[src/rtl/led_status_pkg.sv]
// Shared mode constants and activity-FSM state encoding for the LED status driver.
// Definitions only: no logic, no latency, no flow control.
package led_status_pkg;

    localparam logic [1:0] LED_OFF   = 2'd0;
    localparam logic [1:0] LED_ON    = 2'd1;
    localparam logic [1:0] LED_BLINK = 2'd2;
    localparam logic [1:0] LED_ACT   = 2'd3;

    typedef enum logic [1:0] {
        ST_IDLE = 2'd0,
        ST_ON   = 2'd1,
        ST_GAP  = 2'd2
    } act_state_e;

endpackage

[src/rtl/led_act_stretch.sv]
// Per-channel activity stretcher: optional 2-flop sync + edge detect, then ON/GAP stretch FSM.
// State updates one cycle after the event (plus 2 with sync); it accepts events every cycle and never stalls.
module led_act_stretch
    import led_status_pkg::*;
#(
    parameter int STRETCH  = 4,
    parameter int SYNC_ACT = 1
) (
    input  logic clk,
    input  logic rst_n,
    input  logic act_i,
    input  logic en_i,
    input  logic tick_i,
    output logic on_o,
    output logic busy_o
);

    localparam int STRETCH_W = $clog2(STRETCH + 1);
    localparam logic [STRETCH_W-1:0] STRETCH_CNT = STRETCH_W'(STRETCH);
    localparam logic [STRETCH_W-1:0] CNT_ONE     = STRETCH_W'(1);

    logic                 ev;
    act_state_e           state_q;
    logic [STRETCH_W-1:0] count_q;
    logic                 pending_q;

    generate
        if (SYNC_ACT != 0) begin : g_sync
            // [1:0] is the synchroniser, [2] holds the previous synchronised level for edge detect.
            logic [2:0] sync_q;
            always_ff @(posedge clk or negedge rst_n) begin
                if (!rst_n) sync_q <= '0;
                else        sync_q <= {sync_q[1:0], act_i};
            end
            assign ev = sync_q[1] & ~sync_q[2];
        end else begin : g_nosync
            assign ev = act_i;
        end
    endgenerate

    always_ff @(posedge clk or negedge rst_n) begin
        if (!rst_n) begin
            state_q   <= ST_IDLE;
            count_q   <= '0;
            pending_q <= 1'b0;
        end else if (!en_i) begin
            state_q   <= ST_IDLE;
            count_q   <= '0;
            pending_q <= 1'b0;
        end else begin
            case (state_q)
                ST_IDLE: begin
                    if (ev) begin
                        state_q <= ST_ON;
                        count_q <= STRETCH_CNT;
                    end
                end
                ST_ON: begin
                    if (ev) pending_q <= 1'b1;
                    if (tick_i) begin
                        if (count_q == CNT_ONE) begin
                            state_q <= ST_GAP;
                            count_q <= STRETCH_CNT;
                        end else begin
                            count_q <= count_q - CNT_ONE;
                        end
                    end
                end
                ST_GAP: begin
                    if (ev) pending_q <= 1'b1;
                    if (tick_i) begin
                        if (count_q == CNT_ONE) begin
                            // An event landing on the gap-ending tick restarts directly instead of lingering as pending.
                            if (pending_q || ev) begin
                                state_q   <= ST_ON;
                                count_q   <= STRETCH_CNT;
                                pending_q <= 1'b0;
                            end else begin
                                state_q <= ST_IDLE;
                                count_q <= '0;
                            end
                        end else begin
                            count_q <= count_q - CNT_ONE;
                        end
                    end
                end
                default: begin
                    state_q <= ST_IDLE;
                    count_q <= '0;
                end
            endcase
        end
    end

    assign on_o   = (state_q == ST_ON);
    assign busy_o = (state_q != ST_IDLE);

endmodule

[src/rtl/led_status_ctrl.sv]
// LED/PMOD status driver: shared prescaler, per-channel off/on/blink/activity select and polarity.
// led_o/busy_o are registered, one cycle after the state/prescaler value; outputs only, no backpressure.
module led_status_ctrl
    import led_status_pkg::*;
#(
    parameter int                NUM_CH     = 4,
    parameter int                CNT_W      = 24,
    parameter int                TICK_W     = 20,
    parameter int                STRETCH    = 4,
    parameter int                SYNC_ACT   = 1,
    parameter logic [NUM_CH-1:0] ACTIVE_LOW = {NUM_CH{1'b0}}
) (
    input  logic                  clk,
    input  logic                  rst_n,
    input  logic [2*NUM_CH-1:0]   mode_i,
    input  logic [NUM_CH-1:0]     act_i,
    output logic [NUM_CH-1:0]     led_o,
    output logic [NUM_CH-1:0]     busy_o
);

    logic [CNT_W-1:0]  presc_q;
    logic              tick;
    logic [NUM_CH-1:0] act_on;
    logic [NUM_CH-1:0] act_busy;
    logic [NUM_CH-1:0] lit_d;
    logic [NUM_CH-1:0] busy_d;
    logic [NUM_CH-1:0] led_q;
    logic [NUM_CH-1:0] busy_q;

    always_ff @(posedge clk or negedge rst_n) begin
        if (!rst_n) presc_q <= '0;
        else        presc_q <= presc_q + CNT_W'(1);
    end

    assign tick = &presc_q[TICK_W-1:0];

    generate
        for (genvar ch = 0; ch < NUM_CH; ch++) begin : g_ch
            led_act_stretch #(
                .STRETCH  (STRETCH),
                .SYNC_ACT (SYNC_ACT)
            ) u_act (
                .clk    (clk),
                .rst_n  (rst_n),
                .act_i  (act_i[ch]),
                .en_i   (mode_i[2*ch +: 2] == LED_ACT),
                .tick_i (tick),
                .on_o   (act_on[ch]),
                .busy_o (act_busy[ch])
            );
        end
    endgenerate

    // busy is gated by the current mode so leaving activity mode clears it on the same edge as led_o.
    always_comb begin
        lit_d  = '0;
        busy_d = '0;
        for (int ch = 0; ch < NUM_CH; ch++) begin
            case (mode_i[2*ch +: 2])
                LED_ON:    lit_d[ch] = 1'b1;
                LED_BLINK: lit_d[ch] = presc_q[CNT_W-1];
                LED_ACT: begin
                    lit_d[ch]  = act_on[ch];
                    busy_d[ch] = act_busy[ch];
                end
                default:   lit_d[ch] = 1'b0;
            endcase
        end
    end

    always_ff @(posedge clk or negedge rst_n) begin
        if (!rst_n) begin
            led_q  <= ACTIVE_LOW;
            busy_q <= '0;
        end else begin
            led_q  <= lit_d ^ ACTIVE_LOW;
            busy_q <= busy_d;
        end
    end

    assign led_o  = led_q;
    assign busy_o = busy_q;

endmodule

[config.mk]
export PLATFORM = sky130hd
export DESIGN_NAME = led_status_ctrl
export DESIGN_NICKNAME = d
export VERILOG_FILES = /design/src/rtl/led_status_pkg.sv /design/src/rtl/led_act_stretch.sv /design/src/rtl/led_status_ctrl.sv
export SDC_FILE = /design/constraint.sdc
export NUM_CORES = 1
export LEC_CHECK = 0
export CORE_ASPECT_RATIO = 1.5
export CORE_MARGIN = 1.5
export CORE_UTILIZATION = 50
export CTS_CLUSTER_SIZE = 30
export DETAILED_ROUTE_END_ITERATION = 8
export GPL_TIMING_DRIVEN = 0
export PLACE_DENSITY = 0.73
export SYNTH_ARGS = -nofsm -noshare
export SYNTH_HDL_FRONTEND = slang
export SYNTH_HIERARCHICAL = 1
export SYNTH_SLANG_ARGS = --single-unit
[constraint.sdc]
create_clock -name clk -period 2.95 [get_ports clk]
set_clock_uncertainty 0.05 [all_clocks]
set_input_delay 0.7375 -clock clk [delete_from_list [all_inputs] [get_ports clk]]
set_output_delay 0.7375 -clock clk [all_outputs]
set_load 0.01 [all_outputs]
==> results of run 1 <==
[power breakdown]
group | total, mW | internal, mW | switching [mW]
Combinational | 0.133 | 0.0599 | 0.0732
Clock | 0.913 | 0.558 | 0.355
Sequential | 0.959 | 0.950 | 0.00950
Total | 2.00 | 1.57 | 0.437
[per-stage QoR]
step	TNS [ns]	std cells	setup WS [ns]	cell area, um2
floorplan	0	331	0.699	3530
global route	0	446	0.134	4080
finish	0	446	0.293	4080
detailed placement	0	430	0.335	3840
global placement	-80.94	430	-1.20	3840
CTS	0	446	0.298	4080
[cell usage in the layout (no fill, tap or decap), types with 4 or more instances in the layout]
cell type        count
dfrtp_1             68
a21oi_1             28
nand3_1             23
nand2_1             20
clkdlybuf4s50_1     20
inv_1               19
xnor2_1             19
ha_1                 9
clkbuf_8             9
nor2_1               8
nand4_1              8
buf_6                8
or3_1                8
nand3b_1             8
xor2_1               7
and3_1               6
and2_1               4
or2_4                4
clkinv_1             4
nor2b_1              4
mux2i_1              4
nor2b_2              4
a211oi_1             4
or2b_1               4
inv_2                4
o211ai_4             4
o21ai_2              4
a2111o_1             4
a21o_1               4
o211ai_1             4
o21ai_0              4
a31oi_1              4
o21a_1               4
a21boi_1             4
o31ai_1              4
a211o_1              4
a21oi_2              4
[routing by layer]
metal	wire, um	global-route usage
met1	2730	0.218
met2	3270	0.316
met3	230	0.0417
met4	121	0.0782
met5	0	0
[layout make-up]
class	count	area (um2)
Sequential cell	68	1700
Clock inverter	7	115
Multi-Input combinational cell	228	1640
Fill cell	610	2770
Tap cell	78	97.6
Clock buffer	9	124
Timing Repair Buffer	21	208
Inverter	27	101
Buffer	8	90.1
[worst min path at each step]
stage / from / endpoint / slack, ns
final: g_ch[1].u_act/g_sync.sync_q[0]$_DFF_PN0_ / g_ch[1].u_act/g_sync.sync_q[1]$_DFF_PN0_ / 0.30
after global routing: g_ch[1].u_act/g_sync.sync_q[0]$_DFF_PN0_ / g_ch[1].u_act/g_sync.sync_q[1]$_DFF_PN0_ / 0.32
after CTS: g_ch[1].u_act/g_sync.sync_q[0]$_DFF_PN0_ / g_ch[1].u_act/g_sync.sync_q[1]$_DFF_PN0_ / 0.31
after detailed placement: g_ch[2].u_act/g_sync.sync_q[0]$_DFF_PN0_ / g_ch[2].u_act/g_sync.sync_q[1]$_DFF_PN0_ / 0.29
after global placement: g_ch[2].u_act/g_sync.sync_q[0]$_DFF_PN0_ / g_ch[2].u_act/g_sync.sync_q[1]$_DFF_PN0_ / 0.28
after floorplan: g_ch[0].u_act/g_sync.sync_q[0]$_DFF_PN0_ / g_ch[0].u_act/g_sync.sync_q[1]$_DFF_PN0_ / 0.28
[logic make-up (layout without fill, tap and decap cells)]
family	count (synthesis)	count (layout)	share of synthesized area
flops	68	68	0.482
buf+inv	35	72	0.0542
xor+xnor	26	26	0.0644
simple gates	109	109	0.187
mux	4	4	0.0113
fa+ha+maj	9	9	0.0319
compound gates	80	80	0.170
[critical path, cell delays in order (launching register included)]
cell      delay (ns)
dfrtp_1         0.42
ha_1            0.26
nand4_1         0.24
nor3_4          0.35
and2_4          0.39
or2b_1          0.20
o211ai_4        0.13
a2111o_1        0.38
a21oi_1         0.14
[registers in the layout, summed over array words and instances, names as in the netlist]
register	count
presc_q	24
g_ch.u_act/pending_q	4
g_ch.u_act/count_q	12
led_o	4
g_ch.u_act/state_q	8
g_ch.u_act/g_sync.sync_q	12
busy_o	4
==> out/qor.csv, run 1 <==
stage,metric,value,unit
run_status,outcome,completed,
logic_synthesis,Synth area leader,dfrtp_1,
placement,DPL Wire Length,4290,um
layout,post-layout util,0.595,
logic_synthesis,Synth top area share,0.482,
clocking,"Clk pin slew, worst setup/hold paths",0.08,ns
min_path,HP Class,reg2reg,
clocking,Worst-Skew Late Latency,0.35,ns
floorplan,Die H,106,um
power,P per Cell Area,492,nW/um2
worst_setup_path,Worst R2R Setup Slack,0.29,ns
route,Vias,2505,
logic_synthesis,Synth Area per Inst,10.7,um2
timing,Fin Hold WS,0.303,ns
worst_setup_path,worst reg2reg path depth,8,
logic_synthesis,Mapped Area,3530,um2
clocking,Resize count post-CTS,0,
route,first drt pass iteration count,6,
worst_setup_path,WS Path Type,reg2reg,
timing,achievable frequency,376,MHz
layout,P&R area growth vs syn,15.4,%
layout,nets,386,
logic_synthesis,"EDFF count, synth",0,
timing,Max Slew Vio Count,0,
route,via-per-instance ratio,5.62,
power,Tot Pwr,2.00,mW
worst_setup_path,Critical Path Sink,g_ch[2].u_act/count_q[1]$_DFFE_PN0P_,
logic_synthesis,most frequent cells after synthesis,"68 x dfrtp_1, 28 x a21oi_1, 23 x nand3_1",
timing,final period utilization,0.901,
flow_run,max-cap violations,0,
clocking,Inserted Clock Buffers,9,
worst_setup_path,Crit. End Element,flop,
logic_synthesis,post-synthesis instance total,331,
placement,# port buffers,21,
placement,GPL Wtd Cong,0.810,
clocking,CTS Hold Bufs,0,
clocking,CTS root buffer,clkbuf_8,
logic_synthesis,Yosys warnings,6,
logic_synthesis,Synth area leaders,"dfrtp_1 48%, xnor2_1 4.7%, a21oi_1 4.0%",
worst_setup_path,Worst EP arrival,2.87,ns
timing,worst slew pin tran,0.833,ns
timing,minimum clock period,2.66,ns
route,# DRC,0,
logic_synthesis,post-synthesis sequential area ratio,0.482,
global_route,first-pass GRT wire length,11100,um
route,antenna-violating nets left,0,
route,WL final,6350,um
timing,Setup Viol. Count Final,0,
worst_setup_path,"Req. time, crit path",3.17,ns
logic_synthesis,Main synth FF type,dfrtp_1,
route,DRT iter0 DRCs,104,
worst_setup_path,worst reg2reg path endpoint,g_ch[2].u_act/count_q[1]$_DFFE_PN0P_,
timing,Fin. Hold Viols,0,
timing,Slew HR,0.445,
layout,layout cells sized above 1,0.147,
power,Leakage Power,1.72,nW
layout,n_diodes,0,
floorplan,full die area,7590,um2
global_route,GR Overflow Total,0,
floorplan,initial core utilization,0.516,
worst_setup_path,Critical Path Start,presc_q[0]$_DFF_PN0_,
logic_synthesis,#FFs+latches synth,68,
floorplan,IO Count,22,
power,worst vdd ir,0.255,mV
timing,unrepaired setup endpoints after global routing,false,
global_route,largest net degree at the start of global routing,69,
clocking,CTS tree,yes,
logic_synthesis,syn_nets,354,
floorplan,Core Footprint,6850,um2
global_route,vias in the first global route,2476,
clocking,number of H-tree levels,3,
clocking,clk sink count,68,
min_path,Hold Crit Depth,0,
clocking,Clock Path Buffers,2,
worst_setup_path,worst reg2reg startpoint,presc_q[0]$_DFF_PN0_,
clocking,# Post-CTS Setup Buffers,0,
route,Wirelength per Cell,14.2,um
global_route,initial antenna violation count,0,
worst_setup_path,crit path max fanout,21,
floorplan,Die X,71.6,um
logic_synthesis,ys async rst share,1.00,
floorplan,# rows,37,
global_route,Total GRT Usage,0.184,
worst_setup_path,Startpoint Class,flop,
logic_synthesis,top-count cell post-synth,dfrtp_1,
logic_synthesis,post-synthesis cell type count,42,
(Power assumes the default switching activity.)
==> inputs of run 2 (changes only) <==
Settings changed: CORE_MARGIN 1.5 to 4, MAX_ROUTING_LAYER set to met4, PLACE_DENSITY 0.73 to not set, PLACE_DENSITY_LB_ADDON set to 0.15.
==> run 2 against run 1 <==
Against the previous run: via count fell by 0.92%; die area increased by 12%; highest routed layer unchanged; clock-buffer cell count grew 1; non-clock buffer count unchanged; critical path depth stayed put; design area about the same; setup slack better by 0.071 ns; hold slack worse by 0.0032 ns; fmax up 2.7%; sequential power is essentially flat; critical path type unchanged; flip-flop and latch count unchanged; first-iteration DRC count decreased by 45%.
==> out/qor.csv, run 2 (synthesis gave the netlist of run 1 again) <==
stage,metric,value,unit,change
min_path,HP Class,reg2reg,,
timing,Setup TNS,0,ns,unchanged
flow_run,max-cap violations,0,,unchanged
global_route,GR Overflow Total,0,,unchanged
placement,placed cell areas,3840,um2,unchanged
placement,# port buffers,21,,unchanged
route,first drt pass iteration count,4,,-2
route,Wirelength per Cell,13.6,um,-4.3%
global_route,first-pass GRT wire length,11000,um,-0.69%
floorplan,# rows,37,,unchanged
power,Int Power,1.57,mW,+0.33%
floorplan,Die X,76.6,um,+7.0%
route,WL final,6080,um,-4.3%
worst_setup_path,crit path max fanout,21,,unchanged
power,Switching Share,0.217,,-0.000716
worst_setup_path,worst reg2reg path endpoint,g_ch[1].u_act/count_q[1]$_DFFE_PN0P_,,
placement,DPL Wire Length,4230,um,-1.5%
min_path,Hold Crit Depth,0,,unchanged
run_status,outcome,completed,,
timing,Max Slew Vio Count,0,,unchanged
worst_setup_path,Crit. End Element,flop,,
global_route,Total GRT Usage,0.163,,-0.0211
clocking,CTS root buffer,clkbuf_8,,
layout,post-route cell area,4080,um2,about the same
placement,Placed Cells incl. Taps,430,,unchanged
clocking,CTS Hold Bufs,0,,unchanged
layout,Top reg by flops,presc_q,,
timing,minimum clock period,2.59,ns,-0.0710 ns
power,worst vdd ir,0.411,mV,+61%
power,Leakage Power,1.72,nW,+0.30%
layout,"most common cell after layout, fill and taps aside",dfrtp_1,,
layout,layout cells sized above 1,0.144,,-0.00272
floorplan,initial core utilization,0.516,,unchanged
power,P per Cell Area,493,nW/um2,+0.20%
clocking,number of H-tree levels,3,,unchanged
placement,GPL Wtd Cong,0.829,,+2.4%
route,antenna-violating nets left,0,,unchanged
floorplan,Die H,111,um,+4.7%
worst_setup_path,"Req. time, crit path",3.17,ns,about the same
route,# DRC,0,,unchanged
timing,achievable frequency,387,MHz,+2.7%
placement,Place WS,0.366,ns,+0.0311 ns
floorplan,full die area,8500,um2,+12%
layout,nets,386,,unchanged
layout,max FFs per register,24,,unchanged
layout,most frequent cells in the layout,"68 x dfrtp_1, 28 x a21oi_1, 23 x nand3_1",,
layout,n_diodes,0,,unchanged
timing,unrepaired setup endpoints after global routing,false,,
timing,Setup Viol. Count Final,0,,unchanged
clocking,Worst-Skew Late Latency,0.34,ns,about the same
clocking,clk sink count,68,,unchanged
power,Clock Power Share,0.458,,+0.003
worst_setup_path,worst reg2reg path depth,8,,unchanged
min_path,hold_sp,g_ch[0].u_act/g_sync.sync_q[0]$_DFF_PN0_,,
timing,final period utilization,0.877,,-0.0241
global_route,vias in the first global route,2487,,+0.44%
clocking,# Post-CTS Setup Buffers,0,,unchanged
timing,Fin Hold WS,0.300,ns,-0.00318 ns
clocking,CTS tree,yes,,
clocking,"Clk pin slew, worst setup/hold paths",0.08,ns,about the same
global_route,largest net degree at the start of global routing,69,,unchanged
floorplan,Core Footprint,6850,um2,unchanged
timing,worst slew pin tran,0.848,ns,+0.0144 ns
layout,"Cell Count, Final, Fillers Out",446,,unchanged
layout,biggest regs,"presc_q (24), g_ch.u_act/count_q (12), g_ch.u_act/g_sync.sync_q (12)",,
timing,Slew HR,0.435,,-0.00958
layout,Filler Cell Count,584,,-4.3%
min_path,WHS Endpoint,g_ch[0].u_act/g_sync.sync_q[1]$_DFF_PN0_,,
power,Comb pwr share,0.065,,about the same
global_route,initial antenna violation count,0,,unchanged
timing,Fin. Hold Viols,0,,unchanged
route,via-per-instance ratio,5.57,,-0.92%
clocking,Resize count post-CTS,0,,unchanged
timing,slack of the critical path,0.364,ns,+0.0710 ns
floorplan,IO Count,22,,unchanged
worst_setup_path,Worst R2R Setup Slack,0.36,ns,+0.07 ns
layout,P&R area growth vs syn,15.4,%,about the same
worst_setup_path,Worst EP arrival,2.80,ns,-0.07 ns
clocking,Clock Path Buffers,2,,unchanged
worst_setup_path,worst reg2reg startpoint,presc_q[0]$_DFF_PN0_,,
power,NetSw,0.437,mW,about the same
worst_setup_path,WS Path Type,reg2reg,,
route,Vias,2482,,-0.92%
clocking,Inserted Clock Buffers,9,,unchanged
route,DRT iter0 DRCs,57,,-45%
worst_setup_path,Startpoint Class,flop,,
power,register share of total power,0.477,,about the same
-- run 2: critical path: stages (launching register included) --
cell      delay (ns)
dfrtp_1         0.41
ha_1            0.24
nand4_1         0.23
nor3_4          0.35
and2_4          0.37
or2b_1          0.18
o211ai_4        0.13
a2111o_1        0.38
a21oi_1         0.15
-- run 2: metrics by stage --
stage               power [mW]   util
finish                    2.01  0.595
global route              2.09  0.595
CTS                       2.03  0.595
detailed placement        1.11  0.560
global placement          1.11  0.561
floorplan                 1.05      -
-- run 2: area by class of cell --
type / count / area [um2] / area share
inverter: 27 / 101 / 0.0248
clock buffer: 10 / 128 / 0.0313
tap: 78 / 97.6 / 0.0239
buffer: 8 / 90.1 / 0.0221
sequential: 68 / 1700 / 0.417
timing repair buffer: 21 / 208 / 0.0509
multi-input combinational: 228 / 1640 / 0.402
clock inverter: 6 / 113 / 0.0276
-- run 2: how the worst max path moves through the flow --
stage | start | endpoint | slack (ns)
floorplan | presc_q[0]$_DFF_PN0_ | g_ch[0].u_act/count_q[1]$_DFFE_PN0P_ | 0.70
global placement | rst_n | presc_q[5]$_DFF_PN0_ | -1.21
detailed placement | presc_q[0]$_DFF_PN0_ | g_ch[1].u_act/count_q[1]$_DFFE_PN0P_ | 0.37
CTS | presc_q[0]$_DFF_PN0_ | g_ch[1].u_act/count_q[1]$_DFFE_PN0P_ | 0.34
global route | presc_q[0]$_DFF_PN0_ | g_ch[1].u_act/count_q[1]$_DFFE_PN0P_ | 0.16
finish | presc_q[0]$_DFF_PN0_ | g_ch[1].u_act/count_q[1]$_DFFE_PN0P_ | 0.36
-- run 2: layer usage --
layer  vias up  share of wire  track usage
met5         -              0            -
met4         0          0.023       0.0834
met3        12          0.042       0.0309
met2        38           0.49        0.269
met1      1199           0.44        0.188
li1       1233              -            -
-- run 2: power by group through the flow --
stage | registers (mW) | logic, mW | clock network (mW)
after global placement | 0.976 | 0.133 | 0
after floorplan | 0.977 | 0.0720 | 0
after detailed placement | 0.977 | 0.134 | 0
after global routing | 0.961 | 0.148 | 0.981
final | 0.958 | 0.131 | 0.920
after CTS | 0.958 | 0.134 | 0.937
==> inputs of run 3 (changes only) <==
Settings changed: SKIP_LAST_GASP set to 1.
==> results of run 3 <==
The final DEF is identical to that of run 2; final timing and power are the same.
